[src/rtl/step_debounce_pkg.sv]
// Shared constants and FSM encodings for the step push-button debouncer.
// Imported by the debouncer top and its synchronizer.
package step_debounce_pkg;

    localparam logic F   = 1'b1;
    localparam logic R   = 1'b0;
    localparam logic LOW = 1'b0;
    localparam logic HI  = 1'b1;

    typedef enum logic [1:0] {
        IDLE         = 2'b00,
        PRESS_WAIT   = 2'b01,
        HELD         = 2'b10,
        RELEASE_WAIT = 2'b11
    } btn_state_t;

    // Counter width for a debounce window of n cycles (never below 1 bit).
    function automatic int cnt_width(input int n);
        return (n > 2) ? $clog2(n) : 1;
    endfunction

endpackage

[src/rtl/step_debounce_sync2.sv]
// Two-flop synchronizer for an asynchronous single-bit input.
// Both flops reset to RST_VAL so the synchronized level starts defined.
module sync2
    import step_debounce_pkg::*;
#(
    parameter logic RST_VAL = HI
) (
    input  logic clk,
    input  logic rst,
    input  logic i_d,
    output logic o_q
);

    logic r_meta;
    logic r_sync;

    always_ff @(posedge clk) begin
        if (rst) begin
            r_meta <= RST_VAL;
            r_sync <= RST_VAL;
        end else begin
            r_meta <= i_d;
            r_sync <= r_meta;
        end
    end

    assign o_q = r_sync;

endmodule

[src/rtl/step_debounce.sv]
// Debounces a step push-button and a direction switch, issuing one
// step pulse per accepted press and a direction that only moves when idle.
module step_debounce
    import step_debounce_pkg::*;
#(
    parameter int DEBOUNCE_CYCLES = 4
) (
    input  logic       clk,
    input  logic       rst,
    input  logic       key_n,
    input  logic       sw_dir,
    output logic       step,
    output logic       dir,
    output logic       busy,
    output logic [7:0] step_cnt
);

    localparam int CW = cnt_width(DEBOUNCE_CYCLES);
    localparam logic [CW-1:0] CNT_MAX = CW'(DEBOUNCE_CYCLES - 1);
    localparam logic [CW-1:0] CNT_ONE = CW'(1);

    logic w_key_s;
    logic w_dir_s;

    btn_state_t    r_state;
    btn_state_t    w_state_nxt;
    logic [CW-1:0] r_cnt;
    logic [CW-1:0] w_cnt_nxt;
    logic          w_press_done;
    logic          w_busy;
    logic          w_idle;

    logic          r_step;
    logic [7:0]    r_step_cnt;
    logic          r_dir;
    logic [CW-1:0] r_dcnt;

    sync2 #(.RST_VAL(HI)) u_sync_key (
        .clk (clk),
        .rst (rst),
        .i_d (key_n),
        .o_q (w_key_s)
    );

    sync2 #(.RST_VAL(F)) u_sync_dir (
        .clk (clk),
        .rst (rst),
        .i_d (sw_dir),
        .o_q (w_dir_s)
    );

    always_ff @(posedge clk) begin
        if (rst) begin
            r_state <= IDLE;
            r_cnt   <= '0;
        end else begin
            r_state <= w_state_nxt;
            r_cnt   <= w_cnt_nxt;
        end
    end

    // Press and release share one counter; a contrary sample restarts the wait.
    always_comb begin
        w_state_nxt  = r_state;
        w_cnt_nxt    = r_cnt;
        w_press_done = 1'b0;
        unique case (r_state)
            IDLE: begin
                if (w_key_s == LOW) begin
                    w_state_nxt = PRESS_WAIT;
                    w_cnt_nxt   = '0;
                end
            end
            PRESS_WAIT: begin
                if (w_key_s == HI) begin
                    w_state_nxt = IDLE;
                end else if (r_cnt == CNT_MAX) begin
                    w_state_nxt  = HELD;
                    w_press_done = 1'b1;
                end else begin
                    w_cnt_nxt = r_cnt + CNT_ONE;
                end
            end
            HELD: begin
                if (w_key_s == HI) begin
                    w_state_nxt = RELEASE_WAIT;
                    w_cnt_nxt   = '0;
                end
            end
            RELEASE_WAIT: begin
                if (w_key_s == LOW) begin
                    w_state_nxt = HELD;
                end else if (r_cnt == CNT_MAX) begin
                    w_state_nxt = IDLE;
                end else begin
                    w_cnt_nxt = r_cnt + CNT_ONE;
                end
            end
            default: begin
                w_state_nxt = IDLE;
                w_cnt_nxt   = '0;
            end
        endcase
    end

    always_comb begin
        w_busy = (r_state != IDLE);
        w_idle = ~w_busy;
    end

    always_ff @(posedge clk) begin
        if (rst) begin
            r_step     <= 1'b0;
            r_step_cnt <= 8'd0;
        end else begin
            r_step     <= w_press_done;
            r_step_cnt <= r_step_cnt + {7'd0, w_press_done};
        end
    end

    // A saturated direction counter waits here until the button FSM is idle.
    always_ff @(posedge clk) begin
        if (rst) begin
            r_dir  <= F;
            r_dcnt <= '0;
        end else if (w_dir_s == r_dir) begin
            r_dcnt <= '0;
        end else if (r_dcnt == CNT_MAX) begin
            if (w_idle) begin
                r_dir  <= w_dir_s;
                r_dcnt <= '0;
            end
        end else begin
            r_dcnt <= r_dcnt + CNT_ONE;
        end
    end

    assign step     = r_step;
    assign dir      = r_dir;
    assign busy     = w_busy;
    assign step_cnt = r_step_cnt;

endmodule

[config.mk]
export PLATFORM = sky130hd
export DESIGN_NAME = step_debounce
export DESIGN_NICKNAME = d
export VERILOG_FILES = /design/src/rtl/step_debounce_pkg.sv /design/src/rtl/step_debounce_sync2.sv /design/src/rtl/step_debounce.sv
export SDC_FILE = /design/constraint.sdc
export NUM_CORES = 1
export LEC_CHECK = 0
export CORE_MARGIN = 2
export CORE_UTILIZATION = 45
export DETAILED_ROUTE_END_ITERATION = 16
export DONT_BUFFER_PORTS = 1
export GPL_TIMING_DRIVEN = 0
export PLACE_DENSITY_LB_ADDON = 0.1
export SLEW_MARGIN = 20
export SYNTH_ARGS = -nofsm -noshare
export SYNTH_HDL_FRONTEND = slang
export SYNTH_SLANG_ARGS = --single-unit
[constraint.sdc]
create_clock -name clk -period 2.85 [get_ports clk]
set_input_delay 0.855 -clock clk [delete_from_list [all_inputs] [get_ports clk]]
set_output_delay 0.855 -clock clk [all_outputs]
set_load 0.03 [all_outputs]
### Word level (Yosys, flattened, before mapping)

Cells that the tools add are included.
Widths: inputs -> output; s select.

* register bits after elaboration: 20
* output and inout port bits: 11
* word-level logic and storage cells: 52

* $add $sub $neg: 3
* equal/unequal tests: 13
* mux-type cells: 18
* bitwise gates (word level): 2
* reductions and logical operators: 6

Operator list (count)
* $mux 2: 13
* $pmux 2 s4: 2
* $add 8x1->8: 1
* $eq 2x2->1 const B: 4
* $reduce_and 4->1: 2
* $ne 2x2->1 const B: 3
* $add 2x1->2 const B: 2
* $ne 2x1->1 const B: 2
* $mux 1: 3
* $ne 3x2->1 const B: 1
* $ne 3x3->1 const B: 1
* $reduce_and 3->1: 1
* $eq 2x1->1 const B: 1
* $logic_not 2->1: 1
* $not 1->1: 2
* $reduce_bool 2->1: 1
* $reduce_or 2->1: 1
* $eq 1x1->1: 1

### Depth between registers and ports, before layout

Gate-level depths: netlist of the first run.

* depth after elaboration: 5
* gate-level depth with buffers: 8
* mapped depth without buffers: 8

### By module

Synthesis of the first run repeated with hierarchy kept, for this count alone.

* cells, all modules: 79
* area, all modules: 780.7 µm²

By module, submodules not included
* step_debounce: times used 1, cells an instance 71, area each 675.6 µm²
* sync2: times used 2, cells an instance 4, area each 52.6 µm²

### Least setup slack after synthesis of the first run

No wires, ideal clock.

* path type: reg-to-reg
* start: register r_cnt[0]
* end: register r_step_cnt[6] (netlist: step_cnt[6])
* arrival: 1.610 ns
* data required time: 2.780 ns
* slack: 1.171 ns
* cell stages (with the launch flop): 9
* path through: dfxtp_1 > ha_1 > nand2_1 > nor3_1 > ha_1 > ha_1 > inv_1 > or3_1 > a21oi_1

* cells in the longest elaborated chain, start to end: 5

RTL lines
* start: declaration: RTL line step_debounce.sv:27 `logic [CW-1:0] r_cnt;`
* start signal: assignment: RTL line step_debounce.sv:58 `r_cnt <= w_cnt_nxt;`
* $eq 2x2->1: RTL line step_debounce.sv:77 `end else if (r_cnt == CNT_MAX) begin`
* $mux 1: RTL line step_debounce.sv:77
* $mux 1: RTL line step_debounce.sv:75 `if (w_key_s == HI) begin`
* $mux 1: RTL line step_debounce.sv:67 `unique case (r_state)`
* named net w_press_done: RTL line step_debounce.sv:29 `logic w_press_done;`
* $add 8x1->8: RTL line step_debounce.sv:117 `r_step_cnt <= r_step_cnt + {7'd0, w_press_done};`
* end signal: assignment: RTL line step_debounce.sv:117
* end: declaration: RTL line step_debounce.sv:34 `logic [7:0] r_step_cnt;`

The timed path passes the listed nets, and every way through them passes these cells.
A chain may end at the register's enable or synchronous reset.

==> results.cfg, run 1 <==
[grt]
grt_usage_pct = 13.6
busiest_layer = met2
grt_max_degree = 13
grt_use_met2_pct = 20.3
gr-usage-met3_pct = 5.56
grtUsageMet1_pct = 15.9
grt_pass1_vias = 484
grt_pass1_wl_um = 1980
grt.overflow.total = 0
antenna_found_initial = 0

[critical_path]
crit_chain = nor2_1 -> inv_1
required_ns = 2.00
rr_worst_depth = 8
cp.arrival_ns = 1.07
critPathMaxStageDelay_ns = 0.44
crit_fanout = 6
cp-start-kind = flop
crit_type = flop to primary output
crit_path_end_kind = primary output
slowest_stage = dfxtp_1

[floorplanning]
die_y_um = 46.0
io_pins = 15
die_width_um = 46.0
core_area_sq_mm = 0.00169
start_util_pct = 47.0
num_rows = 15
fp.dieArea_sq_mm = 0.00211

[synthesis]
syn_area_sq_um = 793
syn-mean-instance-area_sq_um = 9.92
yosys_warnings = 0
synth_seq_area_share_pct = 50.5
syn-num-nets = 88
synth_edf_count = 0
ys_ff_latch = 20
ys_async_sr_fraction_pct = 0
syn_inst = 80
ys.flop_type = dfxtp_1
synth_cell_types = 24

[final_layout]
seq_area_sq_um = 400
final_cell_mix = dfxtp_1 (20), nor2_1 (6), o21ai_0 (6), a21oi_1 (5)
postLayoutCellArea_sq_um = 867
drive_above_1_share_pct = 11.9
finish.utilization_pct = 51.3
final_nets = 93
num_antenna_cells = 0
multiInputGateArea_sq_um = 359
fillers = 160
final_common_cell = dfxtp_1
area_growth_pct = 9.31

[power]
powerDensity_mw_per_mm2 = 613
cellLeakagePower_nw = 0.332
p_total_mw = 0.531
ir_drop_uv = 257

[sta]
max_freq_mhz = 520
tns_ns = 0
hold_violations = 0
slew_headroom_pct = 68.7
finClkSkew_ns = 0.00690
rsz0062_at_grt = no
tightest_slew_ns = 0.469
fin_crit_ns = 1.92
timing.final.crit_share_pct = 67.5
slew_violations = 0
setup_viol = 0

[clock_tree]
clock_latency_ns = 0.30
clockBufferDepth = 2
clkTransAtPathRegs_ns = 0.12
clock-root-buffer = clkbuf_4
cts_hold_buffers = 0
cts.sinks = 20
ctsResizeCount = 0
cts_made_buffers = 3
htree_levels = 1
cts_setup_buffers = 0
cts_tree = built

[drt]
wl_um = 1300
drc_errors = 0
dr_total_vias = 545
ant_nets = 0
via_per_inst = 5.40
dr.pass1.iters = 3
wl_per_cell_um = 12.9
drt_iter0_markers = 3

[outcome]
status = finished clean

[placement]
numPortBuffers = 0
placed_area_sq_um = 815
finalWeightedCongestion = 0.694
dp_hpwl_um = 913

[min_path]
hold_depth = 1
hp-class = flop to flop

[flow_run]
drv_cap = 0
==> registers in the layout, indices dropped and copies added (netlist names), named ones only <==
name / flops
step: 1
u_sync_dir.o_q: 1
u_sync_dir.r_meta: 1
u_sync_key.r_meta: 1
dir: 1
step_cnt: 8
r_state: 1
r_cnt: 2
u_sync_key.o_q: 1
r_dcnt: 2
==> critical path, delay by kind of cell, from the launching register on <==
family | cells | cell delay [ns]
and+or+nand+nor | 1 | 0.10
buffers and inverters | 1 | 0.22
DFF | 1 | 0.44
==> cell families after synthesis <==
group	Yosys count	synth area share, %
xor+xnor	5	5.52
compound gates	15	11.0
buf+inv	5	4.26
fa+ha+maj	4	6.31
simple gates	30	21.1
mux	1	1.26
flops	20	50.5
==> cell usage after synthesis (2+ instances only) <==
cell type | count | area, sq um
or3_1 | 3 | 18.8
xor2_1 | 4 | 35.0
buf_6 | 2 | 22.5
o21ai_0 | 6 | 30.0
nor3_1 | 2 | 10.0
nor2b_1 | 3 | 18.8
or4b_1 | 2 | 20.0
inv_1 | 3 | 11.3
or2_2 | 4 | 25.0
nand3_1 | 4 | 20.0
dfxtp_1 | 20 | 400
nand2_1 | 2 | 7.51
a21oi_1 | 5 | 25.0
a211oi_1 | 2 | 15.0
nor2_1 | 6 | 22.5
ha_1 | 4 | 50.1
==> report_power, final <==
group / total [mW] / switching (mW) / internal (mW)
clock network: 0.233 / 0.0910 / 0.142
registers: 0.285 / 0.00217 / 0.283
logic: 0.0132 / 0.00718 / 0.00601
total: 0.531 / 0.100 / 0.431
==> final timing paths <==
check	slack (ns)	from	end
max	0.93	flop	busy
max reg2reg	0.95	r_cnt[0]	step_cnt[6]
min reg2reg	0.42	u_sync_key.r_meta	u_sync_key.o_q
min	0.42	u_sync_key.r_meta	u_sync_key.o_q
==> metal layers <==
metal  share of wire [%]  vias up
met4                 1.0        0
met1                  51      242
met5                   0        -
met3                 4.5        2
met2                  44       11
li1                    -      290
==> stage by stage <==
step           setup WS, ns  std cells  hold slack (ns)
2_1_floorplan          1.17         80            0.389
3_3_place_gp          0.988         97            0.396
3_5_place_dp          0.969         97            0.396
4_1_cts               0.907        101            0.426
5_1_grt               0.756        101            0.441
6_report              0.925        101            0.424
==> layout make-up <==
cell class / instances / share of cell area (%)
Multi-Input combinational cell: 55 / 41.4
Clock inverter: 1 / 3.46
Buffer: 2 / 2.60
Inverter: 3 / 1.30
Clock buffer: 3 / 2.60
Sequential cell: 20 / 46.2
Tap cell: 17 / 2.45
No activity file was read; power rests on OpenSTA's default activity.
==> inputs of run 2 (changes only) <==
==> constraint.sdc (replaced) <==
create_clock -name clk -period 1.68 [get_ports clk]
set_input_delay 0.504 -clock clk [delete_from_list [all_inputs] [get_ports clk]]
set_output_delay 0.504 -clock clk [all_outputs]
set_load 0.03 [all_outputs]
==> results.cfg, run 2 (synthesized netlist as in run 1, its figures left out) <==
[clock_tree]
clockBufferDepth = 2
cts_tree = built
cts_made_buffers = 3
cts_hold_buffers = 0
cts.sinks = 20
clock_latency_ns = 0.30
htree_levels = 1
clkTransAtPathRegs_ns = 0.12
clock-root-buffer = clkbuf_4

[critical_path]
rr_worst_depth = 8
crit_path_end_kind = flop
cp.arrival_ns = 1.94
worst_r2r_startpoint = r_cnt[0]
crit_path_start = r_cnt[0]
cp-start-kind = flop
required_ns = 1.93
crit_type = flop to flop
crit_fanout = 3

[power]
p_total_mw = 0.903
switchingPower_mw = 0.172
internal-power_mw = 0.731
pwr-share-seq_pct = 53.6
ir_drop_uv = 437
p_sw_share_pct = 19.0
power_frac_comb_pct = 2.5
cellLeakagePower_nw = 0.343
pwr-share-clk_pct = 43.9
powerDensity_mw_per_mm2 = 965

[drt]
dr_total_vias = 563
wl_per_cell_um = 13.6
via_per_inst = 5.41
dr.pass1.iters = 3
drt_iter0_markers = 4
ant_nets = 0
wl_um = 1420
drc_errors = 0

[sta]
finClkSkew_ns = 0.00351
max_freq_mhz = 589
hold-worst-slack_ns = 0.295
tightest_slew_ns = 0.534
tns_ns = -0.0182
setup_viol = 1
timing.final.crit_share_pct = 101
fin_crit_ns = 1.70
final.setup.worst_slack_ns = -0.0182
slew_violations = 0
hold_violations = 0
rsz0062_at_grt = yes
slew_headroom_pct = 64.4

[floorplanning]
die_y_um = 46.0
die_width_um = 46.0
start_util_pct = 47.0
num_rows = 15
core_area_sq_mm = 0.00169
io_pins = 15
fp.dieArea_sq_mm = 0.00211

[grt]
antenna_found_initial = 0
grtUsageMet1_pct = 16.4
gr-usage-met3_pct = 5.56
busiest_layer = met2
grt_max_degree = 13
grt_pass1_vias = 513
grt_pass1_wl_um = 2120
grt_usage_pct = 14.5
grt.overflow.total = 0
grt_use_met2_pct = 22.8

[final_layout]
final_common_cell = dfxtp_1
area_growth_pct = 18.0
final_nets = 96
stdcell_count = 104
num_antenna_cells = 0
multiInputGateArea_sq_um = 399
drive_above_1_share_pct = 25.3
largest_reg_flops = 8
fillers = 160
postLayoutCellArea_sq_um = 936
finish.utilization_pct = 55.4
seq_area_sq_um = 403
final_cell_mix = dfxtp_1 (18), nor2_1 (6), o21ai_0 (6), a21oi_1 (5)

[placement]
dp_slack_ns = -0.201
placed_area_sq_um = 815
finalWeightedCongestion = 0.694
dp_hpwl_um = 913
placed_cells = 97
numPortBuffers = 0

[min_path]
hp-class = input pin to flop
hold_depth = 1
hp-start = key_n

[flow_run]
drv_cap = 0

[outcome]
status = finished, violations left
violations = setup timing
-- run 2: cell count changes in the layout (fill, tap and decap cells not counted), moves of 2 or more --
cell	change
buf_4	+2
dfxtp_1	-2
dfxtp_2	+2
ha_1	-3
ha_4	+2
-- run 2: metal layers --
layer  vias to the layer above  wire [um]
li1                        293          -
met1                       256        679
met2                        12        661
met3                         2         62
met4                         0         13
met5                         -          0
-- run 2: layout make-up --
| type | instances | area share [%] |
|---|---|---|
| Timing Repair Buffer | 3 | 2.81 |
| Clock inverter | 1 | 3.21 |
| Clock buffer | 3 | 2.41 |
| Inverter | 3 | 1.20 |
| Buffer | 2 | 2.41 |
| Tap cell | 17 | 2.27 |
| Multi-Input combinational cell | 55 | 42.6 |
| Sequential cell | 20 | 43.0 |
-- run 2: power by group through the flow --
stage	registers (mW)	clock network, mW	logic (mW)
2_1_floorplan	0.494	0	0.0187
3_3_place_gp	0.494	0	0.0223
3_5_place_dp	0.495	0	0.0225
4_1_cts	0.484	0.409	0.0227
5_1_grt	0.485	0.430	0.0247
6_report	0.484	0.396	0.0225
-- run 2: worst paths after layout --
check	endpoint	slack (ns)
setup / recovery	step_cnt[7]	-0.02
hold reg to reg	u_sync_key.o_q	0.42
hold / removal	u_sync_key.r_meta	0.30
setup reg to reg	step_cnt[7]	-0.02
-- run 2: what timing repair did --
action,CTS,global route
resized for setup,8,4
endpoints found under the hold margin,0,0
pin swaps,0,6
buffers inserted,1,2
setup endpoints to repair,3,4
-- run 2: critical path, cell delays in order (launching register included) --
cell	delay, ns
dfxtp_2	0.38
ha_4	0.14
nand2_2	0.06
nor3_2	0.17
ha_2	0.24
buf_6	0.11
nand3_2	0.07
or3_1	0.36
a21oi_1	0.12
==> inputs of run 3 (changes only) <==
--- a/config.mk
+++ b/config.mk
@@ -5,7 +5,7 @@
 export SDC_FILE = /design/constraint.sdc
 export NUM_CORES = 1
 export LEC_CHECK = 0
-export CORE_MARGIN = 2
+export CORE_MARGIN = 10
 export CORE_UTILIZATION = 45
 export DETAILED_ROUTE_END_ITERATION = 16
 export DONT_BUFFER_PORTS = 1
==> results.cfg, run 3 (synthesized netlist as in run 1, its figures left out) <==
[outcome]
status = finished clean

[grt]
grt_max_degree = 12
antenna_found_initial = 0
grt_usage_pct = 8.61
grt_pass1_vias = 562
grt_pass1_wl_um = 2460
grt.overflow.total = 0

[sta]
setup_viol = 0
final.setup.worst_slack_ns = 0.0221
hold_violations = 0
timing.final.crit_share_pct = 98.7
slew_violations = 0
slew_headroom_pct = 64.6
max_freq_mhz = 603
tightest_slew_ns = 0.531
fin_crit_ns = 1.66
finClkSkew_ns = 0.00176
rsz0062_at_grt = yes

[critical_path]
cp-start-kind = flop
crit_path_start = r_cnt[1]
crit_fanout = 3
cp.arrival_ns = 1.89
required_ns = 1.91
r2r-end = step_cnt[7]
crit_path_end_kind = flop
crit_chain = ha_4 -> nand2_4 -> nor3_4 -> ha_4 -> buf_6 -> nand3_2 -> or3_1 -> a21oi_1
crit_type = flop to flop
worst_r2r_startpoint = r_cnt[1]
crit_top_cell = ha_4
rr_worst_depth = 8
critPathCapture = step_cnt[7]
critPathMaxStageDelay_ns = 0.37
slowest_stage = dfxtp_2
r2r_slack_ns = 0.02

[drt]
drc_errors = 0
dr.pass1.iters = 4
drt_iter0_markers = 7
ant_nets = 0
via_per_inst = 5.02
dr_total_vias = 577
wl_per_cell_um = 12.9
wl_um = 1480

[placement]
dp_hpwl_um = 1070
dp_slack_ns = -0.203
finalWeightedCongestion = 0.700
numPortBuffers = 0
placed_cells = 105

[clock_tree]
cts_hold_buffers = 0
clockBufferDepth = 2
clock-root-buffer = clkbuf_4
cts_tree = built
cts.sinks = 20
clock_latency_ns = 0.29
clkTransAtPathRegs_ns = 0.11
htree_levels = 1
cts_made_buffers = 3

[final_layout]
finish.utilization_pct = 57.1
stdcell_count = 115
drive_above_1_share_pct = 28.9
num_antenna_cells = 0
final_nets = 99
final_common_cell = dfxtp_1
largest_reg_flops = 8
area_growth_pct = 23.0
final_cell_mix = dfxtp_1 (18), nor2_1 (6), o21ai_0 (6), a21oi_1 (5), buf_4 (5)

[power]
power_frac_comb_pct = 2.9
internal-power_mw = 0.622
switchingPower_mw = 0.156
ir_drop_uv = 572
pwr-share-seq_pct = 62.2
powerDensity_mw_per_mm2 = 798
cellLeakagePower_nw = 0.368
pwr-share-clk_pct = 34.9
p_sw_share_pct = 20.1
p_total_mw = 0.779

[floorplanning]
start_util_pct = 46.4
die_y_um = 62.0
fp.dieArea_sq_mm = 0.00384
io_pins = 15
die_width_um = 62.0
core_area_sq_mm = 0.00171
num_rows = 15

[flow_run]
drv_cap = 0

[min_path]
hp-class = input pin to flop
==> run 3: final cells by class <==
class | count | area (sq um)
fill | 156 | 732
multi-input combinational | 55 | 423
sequential | 20 | 403
timing repair buffer | 6 | 48.8
clock buffer | 4 | 36.3
tap | 25 | 31.3
buffer | 2 | 22.5
inverter | 3 | 11.3
==> run 3: per-layer routing <==
metal	global-route usage (%)	part of all wire (%)
met3	3.25	5.2
met4	4.78	1.5
met2	13.6	49
met5	0	0
met1	9.76	44
==> run 3: worst min path at each step <==
stage,from,to,slack (ns),cells after the start
after global routing,sw_dir,u_sync_dir.r_meta,0.28,1
after CTS,key_n,u_sync_key.r_meta,0.29,1
final,key_n,u_sync_key.r_meta,0.31,1
after floorplan,u_sync_dir.r_meta,u_sync_dir.o_q,0.39,1
after global placement,u_sync_key.r_meta,u_sync_key.o_q,0.39,1
after detailed placement,u_sync_key.r_meta,u_sync_key.o_q,0.40,1
==> run 3: timing repair <==
action                     CTS  global route
gates resized for setup      8             8
cloned                       0             0
setup endpoints to repair    3             3
hold endpoints to repair     0             0
pin swaps                    0             8
setup buffers                2             4
==> run 3: critical path, delay by kind of cell (launching register included) <==
family,cells,cell delay [ns]
fa+ha+maj,2,0.34
flops,1,0.37
simple gates,4,0.68
buf+inv,1,0.11
compound gates,1,0.12
==> run 3: power groups by stage <==
| stage | clock network [mW] | registers, mW | logic, mW |
|---|---|---|---|
| after floorplan | 0 | 0.494 | 0.0187 |
| after global placement | 0 | 0.494 | 0.0220 |
| after detailed placement | 0 | 0.495 | 0.0227 |
| after CTS | 0.285 | 0.484 | 0.0230 |
| after global routing | 0.304 | 0.485 | 0.0249 |
| final | 0.272 | 0.484 | 0.0225 |
==> run 3: per-stage QoR <==
step	hold slack [ns]	TNS [ns]	instance area, sq um
2_1_floorplan	0.389	0	793
3_3_place_gp	0.393	-0.246	825
3_5_place_dp	0.399	-0.226	825
4_1_cts	0.294	0	911
5_1_grt	0.283	-0.162	976
6_report	0.307	0	976
